<file path="src/rtl/count_seq_pkg.sv">
`default_nettype none
// ============================================================================
// Package  : count_seq_pkg
// Desc     : Shared state/command encodings and default width for count_sequencer.
// Revision : 1.0
// ============================================================================
package count_seq_pkg;

    localparam int c_DEFAULT_WIDTH = 8;

    typedef enum logic [1:0] {
        ST_IDLE    = 2'd0,
        ST_LOADING = 2'd1,
        ST_RUN     = 2'd2,
        ST_ONESHOT = 2'd3
    } state_e;

    typedef enum logic [1:0] {
        OP_STOP    = 2'd0,
        OP_RUN     = 2'd1,
        OP_LOAD    = 2'd2,
        OP_ONESHOT = 2'd3
    } op_e;

endpackage
`default_nettype wire

</file>
<file path="src/rtl/count_prescaler.sv">
`default_nettype none
// ============================================================================
// Module   : count_prescaler
// Desc     : Emits one tick every div+1 cycles; clear restarts with a tick next cycle.
// Config   : present only when COUNT_SEQUENCER_PRESCALE_EN is defined.
// Revision : 1.0
// ============================================================================
`ifdef COUNT_SEQUENCER_PRESCALE_EN
module count_prescaler #(
    parameter int PS_W = 4
) (
    input  logic            clk,
    input  logic            rst_n,
    input  logic            clear,
    input  logic [PS_W-1:0] div,
    output logic            tick
);

    logic [PS_W-1:0] r_cnt;

    // >= rather than == so a divisor lowered mid-count cannot strand the phase.
    always_ff @(posedge clk or negedge rst_n) begin
        if (!rst_n) begin
            r_cnt <= '0;
        end else if (clear || (r_cnt >= div)) begin
            r_cnt <= '0;
        end else begin
            r_cnt <= r_cnt + 1'b1;
        end
    end

    assign tick = (r_cnt == '0);

endmodule
`endif
`default_nettype wire

</file>
<file path="src/rtl/count_sequencer.sv">
`default_nettype none
// ============================================================================
// Module   : count_sequencer
// Desc     : Command-driven control FSM for an external counter (load/run/oneshot).
// Config   : COUNT_SEQUENCER_PRESCALE_EN adds a run-rate prescaler set via LOAD.
// Revision : 1.0
// ============================================================================
module count_sequencer
    import count_seq_pkg::*;
#(
    parameter int WIDTH = c_DEFAULT_WIDTH,
    parameter int PS_W  = 4
) (
    input  logic             clk,
    input  logic             rst_n,
    input  logic             cmd_valid,
    output logic             cmd_ready,
    input  logic [1:0]       cmd_op,
    input  logic [WIDTH-1:0] cmd_data,
    input  logic [WIDTH-1:0] cnt_value,
    output logic             cnt_en,
    output logic             cnt_load,
    output logic [WIDTH-1:0] cnt_load_val,
    output logic             busy,
    output logic             done,
    output logic [1:0]       state
);

    if (PS_W > WIDTH) begin : g_ps_w_check
        $error("count_sequencer: PS_W must not exceed WIDTH");
    end

    state_e           r_state;
    state_e           w_next_state;
    logic             r_load;
    logic             w_load_next;
    logic [WIDTH-1:0] r_load_val;
    logic [WIDTH-1:0] w_load_val_next;
    logic [WIDTH-1:0] r_target;
    logic [WIDTH-1:0] w_target_next;
    logic             r_done;
    logic             w_done_next;
    logic             r_busy;
    logic             w_en_raw;
    logic             w_tick;
    op_e              w_op;
    logic             w_accept;
    logic             w_abort;
    logic             w_active;
    logic             w_match;

    assign w_op      = op_e'(cmd_op);
    assign cmd_ready = (r_state != ST_LOADING);
    assign w_accept  = cmd_valid && cmd_ready;
    assign w_abort   = w_accept && ((w_op == OP_STOP) || (w_op == OP_LOAD));
    assign w_active  = (r_state == ST_RUN) || (r_state == ST_ONESHOT);
    assign w_match   = (cnt_value == r_target);

`ifdef COUNT_SEQUENCER_PRESCALE_EN
    logic [PS_W-1:0] r_div;
    logic [PS_W-1:0] w_div_next;
    logic            w_ps_clear;

    // Held clear outside RUN/ONESHOT so every entry starts on a tick.
    assign w_ps_clear = !w_active;

    count_prescaler #(
        .PS_W (PS_W)
    ) u_prescaler (
        .clk   (clk),
        .rst_n (rst_n),
        .clear (w_ps_clear),
        .div   (r_div),
        .tick  (w_tick)
    );

    always_ff @(posedge clk or negedge rst_n) begin
        if (!rst_n) begin
            r_div <= '0;
        end else begin
            r_div <= w_div_next;
        end
    end
`else
    assign w_tick = 1'b1;
`endif

    always_comb begin
        w_next_state    = r_state;
        w_load_next     = 1'b0;
        w_load_val_next = r_load_val;
        w_target_next   = r_target;
        w_done_next     = 1'b0;
        w_en_raw        = 1'b0;
`ifdef COUNT_SEQUENCER_PRESCALE_EN
        w_div_next      = r_div;
`endif
        case (r_state)
            ST_IDLE: begin
                if (w_accept && (w_op == OP_RUN)) begin
                    w_next_state = ST_RUN;
                end else if (w_accept && (w_op == OP_ONESHOT)) begin
                    w_target_next = cmd_data;
                    w_next_state  = ST_ONESHOT;
                end
            end
            ST_LOADING: begin
                w_next_state = ST_IDLE;
            end
            ST_RUN: begin
                if (w_abort) begin
                    w_next_state = ST_IDLE;
                end else begin
                    w_en_raw = 1'b1;
                end
            end
            ST_ONESHOT: begin
                if (w_abort) begin
                    w_next_state = ST_IDLE;
                end else if (w_match) begin
                    w_next_state = ST_IDLE;
                    w_done_next  = 1'b1;
                end else begin
                    w_en_raw = 1'b1;
                end
            end
        endcase

        // LOAD from any ready state overrides the per-state decision above.
        if (w_accept && (w_op == OP_LOAD)) begin
`ifdef COUNT_SEQUENCER_PRESCALE_EN
            if (cmd_data[WIDTH-1]) begin
                w_div_next   = cmd_data[PS_W-1:0];
                w_next_state = ST_IDLE;
            end else begin
`endif
                w_load_next     = 1'b1;
                w_load_val_next = cmd_data;
                w_next_state    = ST_LOADING;
`ifdef COUNT_SEQUENCER_PRESCALE_EN
            end
`endif
        end
    end

    always_ff @(posedge clk or negedge rst_n) begin
        if (!rst_n) begin
            r_state    <= ST_IDLE;
            r_load     <= 1'b0;
            r_load_val <= '0;
            r_target   <= '0;
            r_done     <= 1'b0;
            r_busy     <= 1'b0;
        end else begin
            r_state    <= w_next_state;
            r_load     <= w_load_next;
            r_load_val <= w_load_val_next;
            r_target   <= w_target_next;
            r_done     <= w_done_next;
            r_busy     <= (w_next_state == ST_RUN) || (w_next_state == ST_ONESHOT);
        end
    end

    assign cnt_en       = w_en_raw && w_tick;
    assign cnt_load     = r_load;
    assign cnt_load_val = r_load_val;
    assign busy         = r_busy;
    assign done         = r_done;
    assign state        = r_state;

endmodule
`default_nettype wire

</file>
<file path="config.mk">
export PLATFORM = sky130hd
export DESIGN_NAME = count_sequencer
export DESIGN_NICKNAME = d
export VERILOG_FILES = /design/src/rtl/count_seq_pkg.sv /design/src/rtl/count_prescaler.sv /design/src/rtl/count_sequencer.sv
export SDC_FILE = /design/constraint.sdc
export NUM_CORES = 1
export LEC_CHECK = 0
export CORE_MARGIN = 3
export CORE_UTILIZATION = 35
export DETAILED_ROUTE_END_ITERATION = 7
export PLACE_DENSITY = 0.67
export REMOVE_ABC_BUFFERS = 1
export SLEW_MARGIN = 40
export SYNTH_ARGS = -nofsm -noshare
export SYNTH_HDL_FRONTEND = slang
export SYNTH_SLANG_ARGS = --single-unit
export TNS_END_PERCENT = 30
</file>
<file path="constraint.sdc">
create_clock -name clk -period 1.8 [get_ports clk]
set_clock_uncertainty 0.15 [all_clocks]
set_input_delay 0.27 -clock clk [delete_from_list [all_inputs] [get_ports clk]]
set_output_delay 0.27 -clock clk [all_outputs]
set_load 0.05 [all_outputs]
</file>
Word-level counts from Yosys, hierarchy flattened
Cells that the tools add are included.

Register bits: 21. Word-level logic and storage cells: 42. Bits of input ports: 21. Output and inout bits: 15.

Equality and inequality tests: 10. Muxes and demuxes: 15. Bitwise logic cells: 1. Reduce and logical (&&, ||, !) cells: 10.

Operator list (count): == test 2 bit (second input constant) (6); 2-to-1 mux 2 bit (6); == test 8 bit (1); case mux 2 bit (4 select lines) (1); 2-to-1 mux 1 bit (7); logical AND 1 bit (5); == test 2 x 1 -> 1 bit (second input constant) (2); zero test 2 bit (2); AND reduction 3 bit (1); logical OR 1 bit (2); inequality test 2 x 1 -> 1 bit (second input constant) (1); case mux 1 bit (2 select lines) (1); NOT 1 bit (1).

Logic depth before layout (Yosys ltp)
Depth in word-level cells: 9. Depth in mapped cells: 4. Mapped depth without buffers: 4.

Least setup slack after synthesis
OpenSTA, ideal clock, no wires.

Path type: register to register. Start: register r_state[1] (netlist: state[1]). End: register r_load_val[0] (netlist: cnt_load_val[0]). Setup time: 0.125 ns. Arrival: 1.722 ns. Cell stages (with the launch flop): 5. Required time: 1.525 ns. Slack: -0.197 ns. Buffers on the path: 0. Period minus slack after synthesis: 1.997 ns. Path through: dfrtp_1 > nand2b_2 > nand3_4 > nor2_8 > mux2_2.

Word-level cells in the longest chain between the ends: 3.

RTL lines: start, declared (RTL line count_sequencer.sv:33) `state_e r_state;`; start signal, assigned (RTL line count_sequencer.sv:155) `r_state <= w_next_state;`; inequality test 2 x 1 -> 1 bit (RTL line count_sequencer.sv:53) `assign cmd_ready = (r_state != ST_LOADING);`; net cmd_ready (RTL line count_sequencer.sv:17) `output logic cmd_ready,`; logical AND 1 bit (RTL line count_sequencer.sv:54) `assign w_accept = cmd_valid && cmd_ready;`; logical AND 1 bit (RTL line count_sequencer.sv:130) `if (w_accept && (w_op == OP_LOAD)) begin`; end signal, assigned (RTL line count_sequencer.sv:157) `r_load_val <= w_load_val_next;`; end, declared (RTL line count_sequencer.sv:37) `logic [WIDTH-1:0] r_load_val;`.

The timed path passes the listed nets, and every way through them passes these cells. A chain may end at the register's enable or synchronous reset.

Worst setup path after layout
Start: register r_target[4]. End: output cnt_en.

Word-level cells in the longest chain between the ends: 4.

RTL lines: start, declared (RTL line count_sequencer.sv:39) `logic [WIDTH-1:0] r_target;`; start signal, assigned (RTL line count_sequencer.sv:158) `r_target <= w_target_next;`; == test 8 bit (RTL line count_sequencer.sv:57) `assign w_match = (cnt_value == r_target);`; 2-to-1 mux 1 bit (RTL line count_sequencer.sv:120) `end else if (w_match) begin`; 2-to-1 mux 1 bit (RTL line count_sequencer.sv:118) `if (w_abort) begin`; case mux 1 bit (2 select lines) (RTL line count_sequencer.sv:98) `case (r_state)`; end, declared (RTL line count_sequencer.sv:21) `output logic cnt_en,`.

No other way between the ends.

==> summary.md <==
| Metric | Value |
|---|---|
| Max_slew headroom | 79.9% |
| Highest-count cells in the layout ignoring fill and taps | dfrtp_1, clkdlybuf4s50_1, buf_4 |
| Fin worst setup slack | -56.0 ps |
| Clock slew at reported path FFs | 120 ps |
| Initial antenna violation count | 0 |
| Design area | about 0.0014 mm^2 |
| Failing checks | setup timing |
| Worst path bufs/invs | 1 |
| Critical path depth | 5 |
| Pwr Total | ~1.5 mW |
| Minimum clock period | approximately 1900 ps |
| Die ar. | ~0.0033 mm^2 |
| Setup violators final | 1 |
| CTS sink cnt | 21 |
| Initial Util | 39.0% |
| Die Height | 57.1 um |
| Final hold viol count | 0 |
| Slowest cell delay on critical path | ~410 ps |
| Sequential share of the synthesized area | 57.5% |
| # diodes | 0 |
| Area contributors post-synth | dfrtp_1, mux2_2, xnor2_1 |
| Crit path arrival time | about 1400 ps |
| Synth Warn # | 0 |
| Area of the core | 0.00234 mm^2 |
| Final antenna-violating net count | 0 |
| Worst hold path class | input port to asynchronous set/reset pin |
| Placer Congestion | 0.709 |
| Final wirelength | 1810 um |
| CP cell instances | xnor2_1, nand4_1, nor2_2, a21oi_2, buf_12 |
| Cell Rows | 17 |
| DP Area | 0.00134 mm^2 |
| Share of cells above drive strength 1 | 41.8% |
| Clk Tree Root Cell | clkbuf_4 |
| Num ports | 36 |
| Syn Inst Count | 64 |
| Initial DRC count | 7 |
| Most common cell after layout, fill and taps aside | dfrtp_1 |
| Setup_tns | -56.0 ps |
| Cell accounting for the most synthesized area | dfrtp_1 |
| MaxCap Viol Count | 0 |
| Fin util | about three fifths |
| Avg Cell Area, Syn | 14.3 um^2 |
| Worst setup path category | flip-flop to output pin |
| Grt total ovfl | 0 |
| Crit share post-route | 103% |
| Overall global routing resource usage | 11.9% |
| RSZ-0062 raised after global routing | true |
| P&R area growth vs syn | 52.7% |
| H-Tree Depth | 1 |
| First-pass GRT wire length | approximately 3000 um |
| Vias in the first global route | 701 |
| Fmax achieved | 539 MHz |
| CTS Buffer Depth | 2 |
| P per Cell Area | approximately 1100 mW/mm^2 |
| Die width | 57.1 um |
| # fillers | 209 |
| Critical Path End Type | output pin |
| Slowest CP cell | dfrtp_1 |
| CP Max Fanout | 2 |
| CTS tree | done |
| Startpoint types | flip-flop |
| WP data required | 1380 ps |
| Largest net degree at the start of global routing | 22 |
| Status | finished with violations |
| Final max-slew violation count | 0 |
| Worst-case reg-to-reg path depth | 4 |
| Number of vias per cell | between 4 and 5 |
| Fin nets | 132 |
| Vias | about 670 |
| Total CTS buffers | 3 |
| Drt drc | 0 |
| Hold buffer count at CTS | 0 |
| Clk Latency, worst-skew pair | around 300 ps |
| Worst IR Drop VDD | 0.779 mV |
| Yosys top cell area share | 57.5% |
| Least-Margin Pin Slew | 301 ps |
| Post-Syn Area | approximately 900 um^2 |
| Pre-CTS WS | -76.9 ps |
| Flops & latches, synth | 21 |
| Crit-path leading delay family | flip-flops |
| Number of I/O port buffers | 35 |
| Avg WL per Cell | 13.1 um |
| Synth cell types | 18 |
| DR pass1 iterations | 2 |
| Leak | between 0.6 and 0.7 nW |
routing by layer:
metal / vias up / track usage, % / routed length [um]
li1: 319 / - / -
met1: 324 / 13.4 / 722
met2: 24 / 21.5 / 955
met3: 2 / 4.52 / 120
met4: 0 / 1.99 / 14
met5: - / 0 / 0
cells by family after synthesis:
group | Yosys count | synth area share (%)
DFF | 21 | 57.5
xor gates and xnor gates | 8 | 7.67
AOI/OAI and AO/OA | 6 | 3.56
and+or+nand+nor | 13 | 11.5
muxes | 16 | 19.7
path summary, 6_finish.rpt:
path	end	slack, ps	start
setup / recovery	cnt_en	-60	r_target[4]$_DFFE_PN0P_
hold / removal	cnt_load$_DFF_PN0_	140	rst_n
setup reg to reg	cnt_load_val[3]$_DFFE_PN0P_	210	state[1]$_DFF_PN0_
hold reg to reg	cnt_load_val[6]$_DFFE_PN0P_	350	cnt_load_val[6]$_DFFE_PN0P_
max in group asynchronous	busy$_DFF_PN0_	1140	rst_n
min in group clk	cnt_load_val[6]$_DFFE_PN0P_	350	cnt_load_val[6]$_DFFE_PN0P_
Yosys cell counts:
cell type,instances
nand4_1,2
nand2b_1,1
a21oi_1,3
mux2_1,3
nand3_4,1
nor2b_1,1
nand2b_2,1
nand3_1,1
a21o_1,1
nand4_2,1
xnor2_1,8
dfrtp_1,21
mux2_2,13
o21ai_0,2
nor2_1,2
nor2_8,1
nor3_1,1
nand2_1,1
power by group:
group / switching (mW) / total (mW) / internal [mW] / leakage (nW)
combinational: 0.336 / 0.624 / 0.288 / 0.342
clock: 0.143 / 0.227 / 0.0846 / 0.0139
sequential: 0.0771 / 0.665 / 0.588 / 0.255
total: 0.556 / 1.52 / 0.960 / 0.611
through the flow:
step / hold WS (ps) / std cells
global route: 136 / 138
finish: 136 / 138
detailed placement: 327 / 133
global placement: 323 / 133
floorplan: -176 / 64
CTS: 133 / 137
state kept, by name (all words and copies together), names as in the netlist:
| signal | cells |
|---|---|
| busy | 1 |
| r_target | 8 |
| cnt_load_val | 8 |
| state | 2 |
| cnt_load | 1 |
| done | 1 |
cell type report:
cell class	count	area (um^2)	share of cell area, %
clock inverter	1	7.51	0.538
clock buffer	3	22.5	1.61
sequential	21	526	37.7
multi-input combinational	43	402	28.8
tap	28	35.0	2.51
timing repair buffer	42	403	28.9
what timing repair did:
item                                    in CTS  in global routing
setup buffers                                0                  1
pin swaps                                    5                  5
gates resized for setup                      2                  1
endpoints found under the setup margin       1                  1
(Power assumes the default switching activity.)
